**src/rtl/usb_key_encoder.sv**
```systemverilog
// ASCII-to-HID keystroke encoder: a CPU-written character FIFO feeding a
// press / hold / release / gap report sequencer on a valid/ready stream.
module usb_key_encoder #(
   parameter int unsigned FIFO_DEPTH  = 16,
   parameter int unsigned HOLD_CYCLES = 16,
   parameter int unsigned GAP_CYCLES  = 16
) (
   input  logic       clk_i,
   input  logic       rst_i,
   input  logic       R_W_n,
   input  logic [7:0] reg_addr_i,
   input  logic [7:0] data_i,
   input  logic       usb_cs,
   output logic [7:0] data_o,
   output logic       rpt_valid,
   input  logic       rpt_ready,
   output logic [7:0] rpt_mod,
   output logic [7:0] rpt_key
);

   localparam int unsigned AW   = $clog2(FIFO_DEPTH);
   localparam int unsigned LW   = AW + 1;
   localparam int unsigned CMAX = (HOLD_CYCLES > GAP_CYCLES) ? HOLD_CYCLES : GAP_CYCLES;
   localparam int unsigned CW   = $clog2(CMAX + 1);

   localparam logic [7:0] MOD_NONE  = 8'h00;
   localparam logic [7:0] MOD_LCTRL = 8'h01;
   localparam logic [7:0] MOD_SHIFT = 8'h02;

   typedef enum logic [2:0] {
      S_IDLE,
      S_PRESS,
      S_HOLD,
      S_RELEASE,
      S_GAP
   } state_t;

   // Character to {mapped, modifier, key code}; control-code specials win over the ctrl range
   function automatic logic [16:0] lookup(input logic [7:0] c);
      logic [16:0] r;
      r = '0;
      if (c >= 8'h61 && c <= 8'h7A)      r = {1'b1, MOD_NONE,  c - 8'd93};
      else if (c >= 8'h41 && c <= 8'h5A) r = {1'b1, MOD_SHIFT, c - 8'd61};
      else if (c >= 8'h31 && c <= 8'h39) r = {1'b1, MOD_NONE,  c - 8'd19};
      else if (c == 8'h30)               r = {1'b1, MOD_NONE,  8'd39};
      else if (c == 8'h0D)               r = {1'b1, MOD_NONE,  8'd40};
      else if (c == 8'h1B)               r = {1'b1, MOD_NONE,  8'd41};
      else if (c == 8'h08)               r = {1'b1, MOD_NONE,  8'd42};
      else if (c == 8'h09)               r = {1'b1, MOD_NONE,  8'd43};
      else if (c == 8'h20)               r = {1'b1, MOD_NONE,  8'd44};
      else if (c >= 8'h01 && c <= 8'h1A) r = {1'b1, MOD_LCTRL, c + 8'd3};
      else begin
         case (c)
            8'h2D: r = {1'b1, MOD_NONE,  8'd45};  // -
            8'h3D: r = {1'b1, MOD_NONE,  8'd46};  // =
            8'h5B: r = {1'b1, MOD_NONE,  8'd47};  // [
            8'h5D: r = {1'b1, MOD_NONE,  8'd48};  // ]
            8'h5C: r = {1'b1, MOD_NONE,  8'd49};  // backslash
            8'h3B: r = {1'b1, MOD_NONE,  8'd51};  // ;
            8'h27: r = {1'b1, MOD_NONE,  8'd52};  // '
            8'h60: r = {1'b1, MOD_NONE,  8'd53};  // `
            8'h2C: r = {1'b1, MOD_NONE,  8'd54};  // ,
            8'h2E: r = {1'b1, MOD_NONE,  8'd55};  // .
            8'h2F: r = {1'b1, MOD_NONE,  8'd56};  // /
            8'h21: r = {1'b1, MOD_SHIFT, 8'd30};  // !
            8'h40: r = {1'b1, MOD_SHIFT, 8'd31};  // @
            8'h23: r = {1'b1, MOD_SHIFT, 8'd32};  // #
            8'h24: r = {1'b1, MOD_SHIFT, 8'd33};  // $
            8'h25: r = {1'b1, MOD_SHIFT, 8'd34};  // %
            8'h5E: r = {1'b1, MOD_SHIFT, 8'd35};  // ^
            8'h26: r = {1'b1, MOD_SHIFT, 8'd36};  // &
            8'h2A: r = {1'b1, MOD_SHIFT, 8'd37};  // *
            8'h28: r = {1'b1, MOD_SHIFT, 8'd38};  // (
            8'h29: r = {1'b1, MOD_SHIFT, 8'd39};  // )
            8'h5F: r = {1'b1, MOD_SHIFT, 8'd45};  // _
            8'h2B: r = {1'b1, MOD_SHIFT, 8'd46};  // +
            8'h7B: r = {1'b1, MOD_SHIFT, 8'd47};  // {
            8'h7D: r = {1'b1, MOD_SHIFT, 8'd48};  // }
            8'h7C: r = {1'b1, MOD_SHIFT, 8'd49};  // |
            8'h3A: r = {1'b1, MOD_SHIFT, 8'd51};  // :
            8'h22: r = {1'b1, MOD_SHIFT, 8'd52};  // "
            8'h7E: r = {1'b1, MOD_SHIFT, 8'd53};  // ~
            8'h3C: r = {1'b1, MOD_SHIFT, 8'd54};  // <
            8'h3E: r = {1'b1, MOD_SHIFT, 8'd55};  // >
            8'h3F: r = {1'b1, MOD_SHIFT, 8'd56};  // ?
            default: r = '0;
         endcase
      end
      return r;
   endfunction

   logic [7:0]    mem [FIFO_DEPTH];
   logic [AW-1:0] wr_ptr_q, rd_ptr_q;
   logic [LW-1:0] level_q, level_d;
   logic          err_q, err_d;
   logic          empty, full, push, pop, bad_char, wr_en, clr_en;
   logic [16:0]   head_map;

   state_t        state_q, state_d;
   logic [CW-1:0] cnt_q, cnt_d;
   logic          valid_d;
   logic [7:0]    mod_d, key_d;

   // Register decode, FIFO occupancy and sticky error update
   always_comb begin
      wr_en    = usb_cs && !R_W_n && (reg_addr_i == 8'h00);
      clr_en   = usb_cs && !R_W_n && (reg_addr_i == 8'h01);
      empty    = (level_q == '0);
      full     = (level_q == LW'(FIFO_DEPTH));
      push     = wr_en && (!full || pop);
      head_map = lookup(mem[rd_ptr_q]);
      level_d  = level_q;
      case ({push, pop})
         2'b10:   level_d = level_q + LW'(1);
         2'b01:   level_d = level_q - LW'(1);
         default: level_d = level_q;
      endcase
      err_d = (err_q && !clr_en) || (wr_en && !push) || bad_char;
   end

   // Combinational register read-back
   always_comb begin
      data_o = '0;
      case (reg_addr_i)
         8'h00:   data_o = {4'b0000, (state_q != S_IDLE), err_q, full, empty};
         8'h01:   data_o = 8'(level_q);
         default: data_o = '0;
      endcase
   end

   // Character storage; contents need no reset
   always_ff @(posedge clk_i) begin
      if (push) mem[wr_ptr_q] <= data_i;
   end

   // FIFO pointers, level and error flag
   always_ff @(posedge clk_i or posedge rst_i) begin
      if (rst_i) begin
         wr_ptr_q <= '0;
         rd_ptr_q <= '0;
         level_q  <= '0;
         err_q    <= 1'b0;
      end else begin
         if (push) wr_ptr_q <= wr_ptr_q + AW'(1);
         if (pop)  rd_ptr_q <= rd_ptr_q + AW'(1);
         level_q <= level_d;
         err_q   <= err_d;
      end
   end

   // Report sequencer next state and registered report outputs
   always_comb begin
      state_d  = state_q;
      cnt_d    = cnt_q;
      valid_d  = rpt_valid;
      mod_d    = rpt_mod;
      key_d    = rpt_key;
      pop      = 1'b0;
      bad_char = 1'b0;
      case (state_q)
         S_IDLE: begin
            if (!empty) begin
               pop = 1'b1;
               if (head_map[16]) begin
                  state_d = S_PRESS;
                  valid_d = 1'b1;
                  mod_d   = head_map[15:8];
                  key_d   = head_map[7:0];
               end else begin
                  bad_char = 1'b1;
               end
            end
         end
         S_PRESS: begin
            if (rpt_valid && rpt_ready) begin
               valid_d = 1'b0;
               cnt_d   = CW'(HOLD_CYCLES);
               state_d = S_HOLD;
            end
         end
         S_HOLD: begin
            if (cnt_q == '0) begin
               state_d = S_RELEASE;
               valid_d = 1'b1;
               mod_d   = '0;
               key_d   = '0;
            end else begin
               cnt_d = cnt_q - CW'(1);
            end
         end
         S_RELEASE: begin
            if (rpt_valid && rpt_ready) begin
               valid_d = 1'b0;
               cnt_d   = CW'(GAP_CYCLES);
               state_d = S_GAP;
            end
         end
         S_GAP: begin
            // Leaves one cycle early so the next pop lands GAP_CYCLES+1 after the release handshake
            if (cnt_q <= CW'(1)) begin
               cnt_d   = '0;
               state_d = S_IDLE;
            end else begin
               cnt_d = cnt_q - CW'(1);
            end
         end
         default: state_d = S_IDLE;
      endcase
   end

   // Sequencer state, counter and report registers
   always_ff @(posedge clk_i or posedge rst_i) begin
      if (rst_i) begin
         state_q   <= S_IDLE;
         cnt_q     <= '0;
         rpt_valid <= 1'b0;
         rpt_mod   <= '0;
         rpt_key   <= '0;
      end else begin
         state_q   <= state_d;
         cnt_q     <= cnt_d;
         rpt_valid <= valid_d;
         rpt_mod   <= mod_d;
         rpt_key   <= key_d;
      end
   end

endmodule
```
**config.mk**
```make
export PLATFORM = sky130hd
export DESIGN_NAME = usb_key_encoder
export DESIGN_NICKNAME = d
export VERILOG_FILES = /design/src/rtl/usb_key_encoder.sv
export SDC_FILE = /design/constraint.sdc
export NUM_CORES = 1
export LEC_CHECK = 0
export CORE_MARGIN = 2
export CORE_UTILIZATION = 35
export CTS_CLUSTER_SIZE = 25
export DETAILED_ROUTE_END_ITERATION = 12
export PLACE_DENSITY = 0.48
export SLEW_MARGIN = 10
export SYNTH_ARGS = -nofsm -noshare
export SYNTH_HDL_FRONTEND = slang
export SYNTH_SLANG_ARGS = --single-unit
```
**constraint.sdc**
```tcl
create_clock -name clk_i -period 11.73 [get_ports clk_i]
set_clock_uncertainty 0.05 [all_clocks]
set_input_delay 1.7595 -clock clk_i [delete_from_list [all_inputs] [get_ports clk_i]]
set_output_delay 1.7595 -clock clk_i [all_outputs]
set_load 0.1 [all_outputs]
```
==> summary.md <==
| Metric | Value |
|---|---|
| Outcome | `complete, no violations` |
| Avg Cell Area, Syn | `13.0 µm²` |
| WS Path Type | `input pin to output port` |
| Area grow syn2layout | `13.6%` |
| Detail Placement HPWL | `between 10000 and 15000 µm` |
| Pwr/cell area | `just over 300 nW/µm²` |
| Max Slew Vio Count | `0` |
| Hold_buf cts | `0` |
| FMAX | `about 170 MHz` |
| Worst-margin pin slew | `1220 ps` |
| Minimum period implied by the final worst setup slack | `~5700 ps` |
| Vias | `roughly 5.4k` |
| Die area | `between 20000 and 25000 µm²` |
| Total CTS buffers | `17` |
| Post-CTS Setup Repair Bufs | `0` |
| Routed WL per cell | `between 20 and 25 µm` |
| DIE HEIGHT | `158 µm` |
| Cell taking the most area after synthesis | `edfxtp_1` |
| Vias in the first global route | `5519` |
| Ports | `46` |
| Tcrit/Tclk final | `between 40 and 50%` |
| DRT Pass-1 Iters | `4` |
| Inserted Diodes | `0` |
| Total gr overflow | `0` |
| Count leader, synth | `edfxtp_1` |
| Synthesized area | `approximately 8300 µm²` |
| Clock slew seen by the registers of the worst setup and hold paths | `approximately 70 ps` |
| Worst min path class | `register to register` |
| Max-Cap Viols | `0` |
| Leakage | `between 3 and 4 nW` |
| Post-route insts no fill | `roughly 1000` |
| Ys Warns | `0` |
| Final hold vios | `0` |
| Gpl congestion | `~0.85` |
| VDD IR max | `0.133 mV` |
| Tot GR Track Use | `16.8%` |
| Final Hold Slack | `474 ps` |
| Register bit total from synthesis | `161` |
| Port Buf Inserts | `36` |
| Synth cell count leaders | `edfxtp_1, nand2_1, nor2_1` |
| NumNets Final | `711` |
| Post-placement cell count | `~970` |
| TritonCTS clock tree | `done` |
| Row Count | `56` |
| Post-synth EDFFs | `between 100 and 150` |
| Clock sinks | `about 160` |
| Post_cts resized | `0` |
| Ys flop type | `edfxtp_1` |
| Post-DRT Antenna Nets | `0` |
| Layout cell share with drive strength beyond 1 | `between 10% and 20%` |
| Slew headroom | `18.4%` |
| Critical path launch point type | `input pin` |
| FFs w/ async S/R, synth | `approximately 20%` |
| Pin count of the biggest net entering global routing | `between 40 and 50` |
| Clk Latency, worst-skew pair | `430 ps` |
| CP required | `roughly 9900 ps` |
| Unrepaired setup endpoints after global routing | `false` |
| Total negative setup slack | `0 ps` |
| Seq/Total Area, Yosys | `between 50% and 60%` |
| Mapped Cells | `between 600 and 700` |
| Share of the synthesized area in the top cell type | `roughly 46%` |
| # DRC | `0` |
| Initial antenna violation count | `0` |
| Arr. time, crit path | `approximately 4000 ps` |
| Global-route wire length before repair | `between 30000 and 40000 µm` |
| Horiz. Die Dim | `158 µm` |
| CP endpoint kind | `output port` |
| Post-Route WL | `20100 µm` |
| Initial Util | `between 30% and 40%` |
| DRT iter0 DRCs | `389` |
| Final setup viols | `0` |
| Core footprint | `about 23000 µm²` |
| Vias per cell | `5.39` |
| CTS Buffer Depth | `2` |
| Clock root buffer | `clkbuf_16` |
| Netlist cell types | `86` |
| Maximum fanout along the worst path | `6` |
| Synth top area cells | `edfxtp_1, dfrtp_1, mux4_2, ha_1, mux2i_1` |
| CTS H-tree depth | `4` |
[logic make-up after synthesis]
group / after synthesis / synth area share, %
xor gates and xnor gates: 15 / 1.59
AOI/OAI and AO/OA: 147 / 13.4
muxes: 51 / 9.86
buffers and inverters: 61 / 4.41
DFF: 161 / 56.4
adders and majority gates: 24 / 3.71
other: 1 / 0.0453
and+or+nand+nor: 178 / 10.6
[per-layer routing]
| layer | track usage (%) | share of wire (%) |
|---|---|---|
| met3 | 2.74 | 4.6 |
| met1 | 21.0 | 43 |
| met2 | 29.3 | 50 |
| met5 | 0 | 0 |
| met4 | 6.10 | 2.3 |
[cell type report]
type	count	area, µm²
fillers	2155	13900
flip-flops and latches	161	4670
multi-input cells	424	3290
clock buffers	17	425
well taps	319	399
repair buffers	41	398
clock inverters	14	146
inverters	21	78.8
[flip-flops by register name (all words and copies together), names as in the netlist]
signal     count
rpt_mod        2
cnt_q          5
rpt_valid      1
rpt_key        8
err_q          1
level_q        5
rd_ptr_q       4
mem          128
wr_ptr_q       4
state_q        3
[cells in the final DEF, fill, tap and decap left out, drive strengths merged, types with 16 or more instances in the layout]
| master | netlist | layout |
|---|---|---|
| a21oi | 22 | 22 |
| clkbuf | 10 | 17 |
| clkdlybuf4s50 | 0 | 36 |
| dfrtp | 33 | 33 |
| edfxtp | 128 | 128 |
| ha | 23 | 23 |
| inv | 20 | 28 |
| mux2i | 25 | 25 |
| mux4 | 22 | 22 |
| nand2 | 50 | 50 |
| nand3 | 19 | 19 |
| nor2 | 51 | 51 |
| nor3 | 16 | 16 |
| o21ai | 36 | 36 |
[report_power, final]
part	switching [mW]	total [mW]	internal, mW
Combinational	1.04	1.59	0.546
Clock	0.248	0.547	0.299
Sequential	0.0623	0.723	0.661
Total	1.35	2.86	1.51
[critical path: stages]
cell,delay (ps)
clkdlybuf4s50_1,400
nor4_1,270
nand2_1,190
nor2_1,160
clkdlybuf4s50_1,1150
[final timing paths]
path,cells past startpoint,slack (ps),startpoint,to
max,5,5990,reg_addr_i[7],data_o[1]
min,1,470,rpt_key[6],rpt_key[6]
max reg2reg,13,6410,rd_ptr_q[1],rpt_key[5]
min reg2reg,1,470,rpt_key[6],rpt_key[6]
max in group asynchronous,3,9600,rst_i,rd_ptr_q[2]
min in group asynchronous,3,1680,rst_i,cnt_q[2]
[through the flow]
stage	setup slack [ps]	total power, mW	instance area [µm²]	util (%)
global placement	5980	2.32	8830	37.8
finish	5990	2.86	9410	40.3
CTS	5990	2.87	9400	40.3
floorplan	6470	1.95	8320	-
detailed placement	5920	2.31	8830	37.9
global route	5900	3.04	9410	40.3
Note: power is estimated with default switching activity, not from simulation.
